[config.mk]
export PLATFORM = sky130hd
export DESIGN_NAME = text_console_writer
export DESIGN_NICKNAME = d
export VERILOG_FILES = /design/src/rtl/text_screen_pkg.sv /design/src/rtl/text_cursor.sv /design/src/rtl/text_console_writer.sv
export SDC_FILE = /design/constraint.sdc
export NUM_CORES = 1
export LEC_CHECK = 0
export CORE_MARGIN = 3
export CORE_UTILIZATION = 35
export DETAILED_ROUTE_END_ITERATION = 8
export SLEW_MARGIN = 15
export SYNTH_ARGS = -nofsm -noshare
export SYNTH_HDL_FRONTEND = slang
export SYNTH_SLANG_ARGS = --single-unit
[constraint.sdc]
create_clock -name i_pix_clk -period 3.25 [get_ports i_pix_clk]
set_clock_uncertainty 0.2 [all_clocks]
set_input_delay 0.4875 -clock i_pix_clk [delete_from_list [all_inputs] [get_ports i_pix_clk]]
set_output_delay 0.4875 -clock i_pix_clk [all_outputs]
set_load 0.005 [all_outputs]
[src/rtl/text_screen_pkg.sv]
// text_screen_pkg
// Shared constants and types for the text screen front end.
// Contents: default geometry and clear byte, control code values,
// the writer state enum, and the buffer address width.
package text_screen_pkg;

   localparam int         DEF_COLS       = 32;
   localparam int         DEF_ROWS       = 16;
   localparam logic [7:0] DEF_CLEAR_CHAR = 8'h20;

   // Text buffer address is {row, col}
   localparam int         ADDR_W         = $clog2(DEF_COLS) + $clog2(DEF_ROWS);

   localparam logic [7:0] CH_CR          = 8'h0D;
   localparam logic [7:0] CH_LF          = 8'h0A;
   localparam logic [7:0] CH_BS          = 8'h08;
   localparam logic [7:0] CH_FF          = 8'h0C;

   typedef enum logic [1:0] {
      CLEAR_ALL = 2'd0,
      IDLE      = 2'd1,
      CLEAR_ROW = 2'd2
   } state_e;

endpackage

[src/rtl/text_cursor.sv]
// text_cursor
// Combinational cursor update for one accepted byte.
// Ports:
//   i_col, i_row   current cursor position
//   i_char         byte being accepted
//   o_col, o_row   cursor position after the byte
//   o_wr           the byte itself produces a buffer write
//   o_wr_col/row   position of that write
//   o_wr_data      data of that write
//   o_clr_row      byte starts a sweep of the new cursor row
//   o_clr_all      byte starts a sweep of the whole buffer
module text_cursor
   import text_screen_pkg::*;
#(
   parameter int         COLS       = DEF_COLS,
   parameter int         ROWS       = DEF_ROWS,
   parameter logic [7:0] CLEAR_CHAR = DEF_CLEAR_CHAR,
   localparam int        COL_W      = $clog2(COLS),
   localparam int        ROW_W      = $clog2(ROWS)
) (
   input  logic [COL_W-1:0] i_col,
   input  logic [ROW_W-1:0] i_row,
   input  logic [7:0]       i_char,
   output logic [COL_W-1:0] o_col,
   output logic [ROW_W-1:0] o_row,
   output logic             o_wr,
   output logic [COL_W-1:0] o_wr_col,
   output logic [ROW_W-1:0] o_wr_row,
   output logic [7:0]       o_wr_data,
   output logic             o_clr_row,
   output logic             o_clr_all
);

   localparam logic [COL_W-1:0] LAST_COL = COL_W'(COLS - 1);

   // Decode the byte into a cursor move, an optional write and a sweep request
   always_comb begin
      o_col     = i_col;
      o_row     = i_row;
      o_wr      = 1'b0;
      o_wr_col  = i_col;
      o_wr_row  = i_row;
      o_wr_data = i_char;
      o_clr_row = 1'b0;
      o_clr_all = 1'b0;
      case (i_char)
         CH_CR: begin
            o_col = {COL_W{1'b0}};
         end
         CH_LF: begin
            o_col     = {COL_W{1'b0}};
            o_row     = i_row + ROW_W'(1);
            o_clr_row = 1'b1;
         end
         CH_BS: begin
            // Backspace underflows into the end of the previous row, but
            // never past the top-left cell
            if (i_col != {COL_W{1'b0}}) begin
               o_col = i_col - COL_W'(1);
            end else if (i_row != {ROW_W{1'b0}}) begin
               o_row = i_row - ROW_W'(1);
               o_col = LAST_COL;
            end else begin
               o_col = i_col;
            end
            o_wr      = 1'b1;
            o_wr_col  = o_col;
            o_wr_row  = o_row;
            o_wr_data = CLEAR_CHAR;
         end
         CH_FF: begin
            o_col     = {COL_W{1'b0}};
            o_row     = {ROW_W{1'b0}};
            o_clr_all = 1'b1;
         end
         default: begin
            o_wr = 1'b1;
            if (i_col == LAST_COL) begin
               o_col     = {COL_W{1'b0}};
               o_row     = i_row + ROW_W'(1);
               o_clr_row = 1'b1;
            end else begin
               o_col = i_col + COL_W'(1);
            end
         end
      endcase
   end

endmodule

[src/rtl/text_console_writer.sv]
// text_console_writer
// Byte-stream front end for the text screen: accepts bytes over a
// valid/ready handshake, tracks the cursor and drives the text buffer
// write port. Clears the whole buffer after reset / FF and each new row.
// Ports:
//   i_pix_clk, i_reset             clock, async active-high reset
//   i_char_valid, i_char           input byte stream
//   o_char_ready                   byte accepted this cycle when valid
//   o_wr_en, o_wr_addr, o_wr_data  text buffer write port, addr {row,col}
//   o_cursor_col, o_cursor_row     current cursor
//   o_busy                         clear sweep in progress
module text_console_writer
   import text_screen_pkg::*;
#(
   parameter int         COLS       = DEF_COLS,
   parameter int         ROWS       = DEF_ROWS,
   parameter logic [7:0] CLEAR_CHAR = DEF_CLEAR_CHAR,
   localparam int        COL_W      = $clog2(COLS),
   localparam int        ROW_W      = $clog2(ROWS),
   localparam int        AW         = COL_W + ROW_W
) (
   input  logic             i_pix_clk,
   input  logic             i_reset,
   input  logic             i_char_valid,
   input  logic [7:0]       i_char,
   output logic             o_char_ready,
   output logic             o_wr_en,
   output logic [AW-1:0]    o_wr_addr,
   output logic [7:0]       o_wr_data,
   output logic [COL_W-1:0] o_cursor_col,
   output logic [ROW_W-1:0] o_cursor_row,
   output logic             o_busy
);

   // One extra counter bit: the sweep spends one cycle at count == length
   // so that ready rises the cycle after the last sweep write is visible
   localparam int CW    = AW + 1;
   localparam int CELLS = COLS * ROWS;

   state_e           state_q, state_d;
   logic [CW-1:0]    cnt_q, cnt_d;
   logic [COL_W-1:0] col_q, col_d;
   logic [ROW_W-1:0] row_q, row_d;
   logic             wr_en_q, wr_en_d;
   logic [AW-1:0]    wr_addr_q, wr_addr_d;
   logic [7:0]       wr_data_q, wr_data_d;

   logic [COL_W-1:0] nxt_col;
   logic [ROW_W-1:0] nxt_row;
   logic             cur_wr;
   logic [COL_W-1:0] cur_wr_col;
   logic [ROW_W-1:0] cur_wr_row;
   logic [7:0]       cur_wr_data;
   logic             cur_clr_row;
   logic             cur_clr_all;

   text_cursor #(
      .COLS       (COLS),
      .ROWS       (ROWS),
      .CLEAR_CHAR (CLEAR_CHAR)
   ) u_cursor (
      .i_col     (col_q),
      .i_row     (row_q),
      .i_char    (i_char),
      .o_col     (nxt_col),
      .o_row     (nxt_row),
      .o_wr      (cur_wr),
      .o_wr_col  (cur_wr_col),
      .o_wr_row  (cur_wr_row),
      .o_wr_data (cur_wr_data),
      .o_clr_row (cur_clr_row),
      .o_clr_all (cur_clr_all)
   );

   // Next-state, sweep counter, cursor and write-port computation
   always_comb begin
      state_d   = state_q;
      cnt_d     = cnt_q;
      col_d     = col_q;
      row_d     = row_q;
      wr_en_d   = 1'b0;
      wr_addr_d = wr_addr_q;
      wr_data_d = wr_data_q;
      case (state_q)
         CLEAR_ALL: begin
            if (cnt_q == CW'(CELLS)) begin
               state_d = IDLE;
               cnt_d   = {CW{1'b0}};
            end else begin
               wr_en_d   = 1'b1;
               wr_addr_d = cnt_q[AW-1:0];
               wr_data_d = CLEAR_CHAR;
               cnt_d     = cnt_q + CW'(1);
            end
         end
         CLEAR_ROW: begin
            if (cnt_q == CW'(COLS)) begin
               state_d = IDLE;
               cnt_d   = {CW{1'b0}};
            end else begin
               wr_en_d   = 1'b1;
               wr_addr_d = {row_q, cnt_q[COL_W-1:0]};
               wr_data_d = CLEAR_CHAR;
               cnt_d     = cnt_q + CW'(1);
            end
         end
         IDLE: begin
            if (i_char_valid) begin
               col_d = nxt_col;
               row_d = nxt_row;
               if (cur_wr) begin
                  wr_en_d   = 1'b1;
                  wr_addr_d = {cur_wr_row, cur_wr_col};
                  wr_data_d = cur_wr_data;
               end else begin
                  wr_en_d = 1'b0;
               end
               // A control code that does not write itself issues the
               // first sweep write in its own cycle; a printable byte
               // that wraps lets its own write go first
               if (cur_clr_row) begin
                  state_d = CLEAR_ROW;
                  if (cur_wr) begin
                     cnt_d = {CW{1'b0}};
                  end else begin
                     wr_en_d   = 1'b1;
                     wr_addr_d = {nxt_row, {COL_W{1'b0}}};
                     wr_data_d = CLEAR_CHAR;
                     cnt_d     = CW'(1);
                  end
               end else if (cur_clr_all) begin
                  state_d   = CLEAR_ALL;
                  wr_en_d   = 1'b1;
                  wr_addr_d = {AW{1'b0}};
                  wr_data_d = CLEAR_CHAR;
                  cnt_d     = CW'(1);
               end else begin
                  state_d = IDLE;
               end
            end else begin
               state_d = IDLE;
            end
         end
         default: begin
            state_d = CLEAR_ALL;
            cnt_d   = {CW{1'b0}};
         end
      endcase
   end

   // State, counter, cursor and write-port registers
   always_ff @(posedge i_pix_clk or posedge i_reset) begin
      if (i_reset) begin
         state_q   <= CLEAR_ALL;
         cnt_q     <= {CW{1'b0}};
         col_q     <= {COL_W{1'b0}};
         row_q     <= {ROW_W{1'b0}};
         wr_en_q   <= 1'b0;
         wr_addr_q <= {AW{1'b0}};
         wr_data_q <= 8'h00;
      end else begin
         state_q   <= state_d;
         cnt_q     <= cnt_d;
         col_q     <= col_d;
         row_q     <= row_d;
         wr_en_q   <= wr_en_d;
         wr_addr_q <= wr_addr_d;
         wr_data_q <= wr_data_d;
      end
   end

   assign o_char_ready = (state_q == IDLE);
   assign o_busy       = (state_q != IDLE);
   assign o_wr_en      = wr_en_q;
   assign o_wr_addr    = wr_addr_q;
   assign o_wr_data    = wr_data_q;
   assign o_cursor_col = col_q;
   assign o_cursor_row = row_q;

endmodule

-- Yosys cells after proc, flatten, opt, wreduce, memory -nomap -nowiden
Index checks and enable logic that the tools add are counted.
- register bits after elaboration: 39
- input bits: 11
- output and inout port bits: 29
- word-level logic and storage cells: 89
- add/subtract/negate cells: 5
- equality and inequality tests: 16
- mux-type cells: 51
- reduce and logical (&&, ||, !) cells: 10
- operators with widths (kind ; number):
    $mux W8 ; 8
    $mux W9 ; 7
    $mux W10 ; 5
    $eq A8 B4 Y1 const B ; 4
    $pmux W10 S3 ; 1
    $pmux W9 S3 ; 1
    $pmux W8 S3 ; 1
    $mux W5 ; 4
    $mux W4 ; 4
    $pmux W4 S4 ; 1
    $mux W1 ; 11
    $add A10 B1 Y10 const B ; 1
    $eq A10 B10 Y1 const B ; 1
    $eq A10 B6 Y1 const B ; 1
    $ne A2 B2 Y1 const B ; 5
    $pmux W5 S2 ; 1
    $mux W2 ; 4
    $pmux W2 S3 ; 1
    $reduce_and A2 Y1 ; 3
    $reduce_or A3 Y1 ; 2
    $add A5 B1 Y5 const B ; 1
    $eq A5 B5 Y1 const B ; 1
    $reduce_bool A5 Y1 ; 1
    $sub A5 B1 Y5 const B ; 1
    12 further kinds ; 12

-- Logic depth before layout (Yosys ltp)
- depth after elaboration: 9
- gate-level depth with buffers: 10
- mapped depth without buffers: 8

-- Modules after synthesis
From an unflattened synthesis, not the netlist that was laid out.
- cell total of the unflattened synthesis: 339
- area, all modules: 2980.4 µm²
- modules (own cells, without submodules) (module ; times used ; cells each ; area each (µm²)):
    text_console_writer ; 1 ; 205 ; 2122.0
    text_cursor ; 1 ; 134 ; 858.3

-- Worst setup path before layout
No wires, ideal clock.
- path kind: reg2reg
- start point: register col_q[0], in the netlist o_cursor_col[0]
- end point: register wr_addr_q[8], in the netlist o_wr_addr[8]
- setup time: 0.126 ns
- arrival time: 2.162 ns
- path slack: 0.762 ns
- stages on the path, launching flop included: 9
- buffers on the path: 1
- period minus slack after synthesis: 2.488 ns
- cells stage by stage: dfrtp_1 > inv_1 > ha_1 > or4b_4 > buf_6 > nor4_4 > mux2i_1 > a2111oi_2 > a221o_1
- longest elaborated chain between the ends: 8
- elaborated cells between the ends (all ways): 14
- those cells by class: eq/ne (1); mux (12); reduce/logical (1)
- ends and longest elaborated chain (item ; RTL line ; text):
    start, declared ; text_console_writer.sv:42 ; logic [COL_W-1:0] col_q, col_d;
    start signal, assigned ; text_console_writer.sv:156 ; col_q <= {COL_W{1'b0}};
    start signal, assigned ; text_console_writer.sv:164 ; col_q <= col_d;
    branches (longest 5 deep; another with $mux W9) ; -- ;
    $mux W9 (*) ; text_console_writer.sv:121 ; if (cur_clr_row) begin
    $mux W9 (*) ; text_console_writer.sv:108 ; if (i_char_valid) begin
    $pmux W9 S3 (*) ; text_console_writer.sv:84 ; case (state_q)
    end signal, assigned ; text_console_writer.sv:159 ; wr_addr_q <= {AW{1'b0}};
    end signal, assigned ; text_console_writer.sv:167 ; wr_addr_q <= wr_addr_d;
    end, declared ; text_console_writer.sv:45 ; logic [AW-1:0] wr_addr_q, wr_addr_d;
Every way passes the cells marked *. The select of a mux whose other input is x is not followed.
A chain may end at the register's enable or synchronous reset.

-- Final worst setup path
- start point: input port i_char[5]
- end point: register cnt_q[3]
- longest elaborated chain between the ends: 6
- elaborated cells between the ends (all ways): 12
- those cells by class: eq/ne (5); mux (5); reduce/logical (2)
- ends and longest elaborated chain (item ; RTL line ; text):
    start, declared ; text_console_writer.sv:25 ; input logic [7:0] i_char,
    $eq A8 B4 Y1 ; text_cursor.sv:46 ; case (i_char)
    $reduce_or A3 Y1 (no line) ; -- ;
    $pmux W1 S2 ; text_cursor.sv:46 ;
    $mux W10 ; text_console_writer.sv:121 ;
    $mux W10 ; text_console_writer.sv:108 ;
    $pmux W10 S3 ; text_console_writer.sv:84 ;
    end signal, assigned ; text_console_writer.sv:155 ; cnt_q <= {CW{1'b0}};
    end signal, assigned ; text_console_writer.sv:163 ; cnt_q <= cnt_d;
    end, declared ; text_console_writer.sv:41 ; logic [CW-1:0] cnt_q, cnt_d;
Several ways; a longest one is shown, not always the timed one. The select of a mux whose other input is x is not followed.

==> reports/results.ini <==
[pwr]
power_density_nw_per_um2 = 682.3
total_power_w = 0.002468
ir_drop_v = 0.0003151
power_leakage_nw = 1.425

[global_routing]
track_usage_pct = 18.44
grt_max_degree = 40
antenna_found_initial = 0
grt_overflow = 0
grt_pass1_vias = 2881
grt_pass1_wl_um = 14840

[cts]
hold_buffers = 0
clk_path_buf_depth = 2
cts-buffers-inserted = 5
htree_levels = 2
clk_latency_ns = 0.29
cts_setup_buffers = 0
cts_tree = built
root_buffer = clkbuf_8
clkSlewWorstSetupHoldPaths_ns = 0.08
cts_sinks = 39
cts_resized = 0

[logic_synthesis]
yosysSeqAreaShare_pct = 32.54
syn_area_um2 = 2999
synthesis.nets = 391
synth_cell_types = 62
synth_area_leaders = dfrtp_1 33%, a21oi_1 6.0%, o21ai_0 5.7%, ha_1 5.0%, nand2_1 4.3%
ys_seq_elements = 39
yosysTopAreaCellShare_pct = 32.54
synthFlopType = dfrtp_1
synth.most_common_cell = dfrtp_1
yosys-top-cells-count = 39 x dfrtp_1, 36 x a21oi_1, 34 x nand2_1, 34 x o21ai_0, 25 x nor2_1
synth-async-reset-ratio_pct = 100.0
netlist_instances = 368
avgSynthCellArea_um2 = 8.150
yosys.area.top_type = dfrtp_1
synth_edf_count = 0
yosysWarnings = 0

[setup_path]
rr_endpoint = cnt_q[3]
critical_path_class = in2reg
slowest_stage = or3b_2
critPathLaunch = i_char[5]
critical_path.top_delay_family = compound AO/OA/AOI/OAI gates
cp.depth = 7
worst-path-buf-inv = 1
ff2ff_path_depth = 8
worstPathArrival_ns = 2.90
crit_path_start_kind = primary input
critPathRequiredTime_ns = 3.21
worst_path_largest_cell_delay_ns = 0.51
r2r_slack_ns = 0.34
endpoint = cnt_q[3]
crit_path_end_kind = flip-flop
crit_chain = clkdlybuf4s50_1, or3b_2, o41ai_1, o21ai_0, o21a_1, o21ai_2, o31ai_1
crit_fanout = 8
reg2reg_from = state_q[0]

[drt]
route.detailed.drc = 0
vias = 3026
drt_iter0_drc = 267
routedWlPerCell_um = 17.66
totalWireLength_um = 8956
post_drt_via_cell_ratio = 5.968
drt_pass1_iterations = 5
drtAntennaViolNets = 0

[sta]
fin_tns_setup_ns = 0
fmax_mhz = 341.1
relSlewSlack_pct = 47.95
rsz0062_at_grt = false
setup_viol = 0
post-route-min-period_ns = 2.932
slew_viol_final = 0
worst_pin_slew_ns = 0.7726
final.period_utilization_pct = 90.21
setup_ws_ns = 0.3183
hold_viol_final = 0

[die]
fp.dieW_um = 98.57
initial_utilization_pct = 36.32
rows = 33
die_h_um = 98.57
io_pins = 40
die_area_um2 = 9716
coreArea_um2 = 8258

[layout]
area_delta_synth_final_pct = 20.61
post-route-util_pct = 43.80
final_cells = 507
multiInputGateArea_um2 = 1844
fill_cells = 857
drive_gt1_share_pct = 8.706
seq_area_um2 = 975.9
nets = 424
n_antenna_cell = 0

[place]
place.gp.congestion = 0.8495
pre_cts_slack_ns = 0.02568
dpl.cell_count = 499
dpl.hpwl_um = 6494
portBuffers = 39

[run_status]
status = finished, final reports clean

[run]
max_cap_violations = 0

[min_path]
hp-class = reg2reg
min_from = o_wr_data[6]

[cells in the final DEF (no fill, tap or decap), drive strengths merged, types with 3 or more instances in the layout]
cell type / n
and2: 9
nor3: 10
o211ai: 3
o21ai: 36
a22oi: 3
o22ai: 4
o31ai: 7
nand3: 18
nor2: 25
nand3b: 3
buf: 13
a221o: 5
a21oi: 36
mux2i: 6
nand4: 4
clkdlybuf4s50: 39
nand2: 34
nor2b: 4
or3: 5
nand2b: 4
inv: 16
clkbuf: 6
a32oi: 10
ha: 12
nor3b: 3
o21a: 4
and3: 3
dfrtp: 39
[flip-flops by register name, summed over array words and instances (netlist names)]
name and cells:
o_cursor_row 4, o_cursor_col 5, o_wr_en 1, o_wr_data 8
cnt_q 10, o_wr_addr 9, state_q 2
[worst min-delay path by stage]
stage / endpoint / cells past startpoint / slack (ns)
after global placement: o_wr_data[3] / 1 / 0.28
after CTS: o_wr_data[6] / 2 / 0.32
after floorplan: o_wr_data[3] / 1 / 0.29
after detailed placement: o_wr_addr[4] / 1 / 0.30
final: o_wr_data[6] / 2 / 0.32
after global routing: o_wr_data[3] / 1 / 0.35
[cells by family after synthesis]
| logic type | count (synthesis) | share of synthesized area, % |
|---|---|---|
| AND/OR/NAND/NOR | 133 | 24.11 |
| AO/OA/AOI/OAI | 132 | 29.12 |
| buffers and inverters | 42 | 5.966 |
| flip-flops | 39 | 32.54 |
| adder cells (fa/ha/maj) | 12 | 5.006 |
| multiplexers | 7 | 2.378 |
| XOR/XNOR | 3 | 0.8763 |
[worst reg2reg max path, stage by stage, from the launching register on]
cell and delay, ns:
dfrtp_1 0.44, inv_1 0.11, ha_1 0.39, nor2_1 0.08, a21oi_1 0.16, o22ai_1 0.17, nor2_1 0.65, o21ai_2 0.29
o31ai_1 0.32
[metal layers]
| layer | vias to the layer above | share of wire (%) | track usage (%) |
|---|---|---|---|
| met4 | 0 | 1.3 | 3.466 |
| li1 | 1441 | - | - |
| met5 | - | 0 | 0 |
| met2 | 126 | 44 | 28.39 |
| met3 | 11 | 6.8 | 3.539 |
| met1 | 1448 | 48 | 27.12 |
[metrics by stage]
stage	instance area [um^2]	hold WS (ns)
2_1_floorplan	2999	0.2893
3_3_place_gp	3500	0.2756
3_5_place_dp	3500	0.3027
4_1_cts	3617	0.3244
5_1_grt	3617	0.3514
6_report	3617	0.3195
[where the power goes]
group / switching [W] / internal, W
registers: 0.000223 / 0.000640
clock network: 0.000186 / 0.000249
logic: 0.000599 / 0.000571
total: 0.00101 / 0.00146
[layout make-up]
type	instances	share of cell area, %
Clock buffer	6	2.283
Clock inverter	2	0.9685
Tap cell	105	3.632
Multi-Input combinational cell	287	50.99
Sequential cell	39	26.98
Inverter	16	1.660
Timing Repair Buffer	52	13.49
Power figures use the tool's default switching activity.
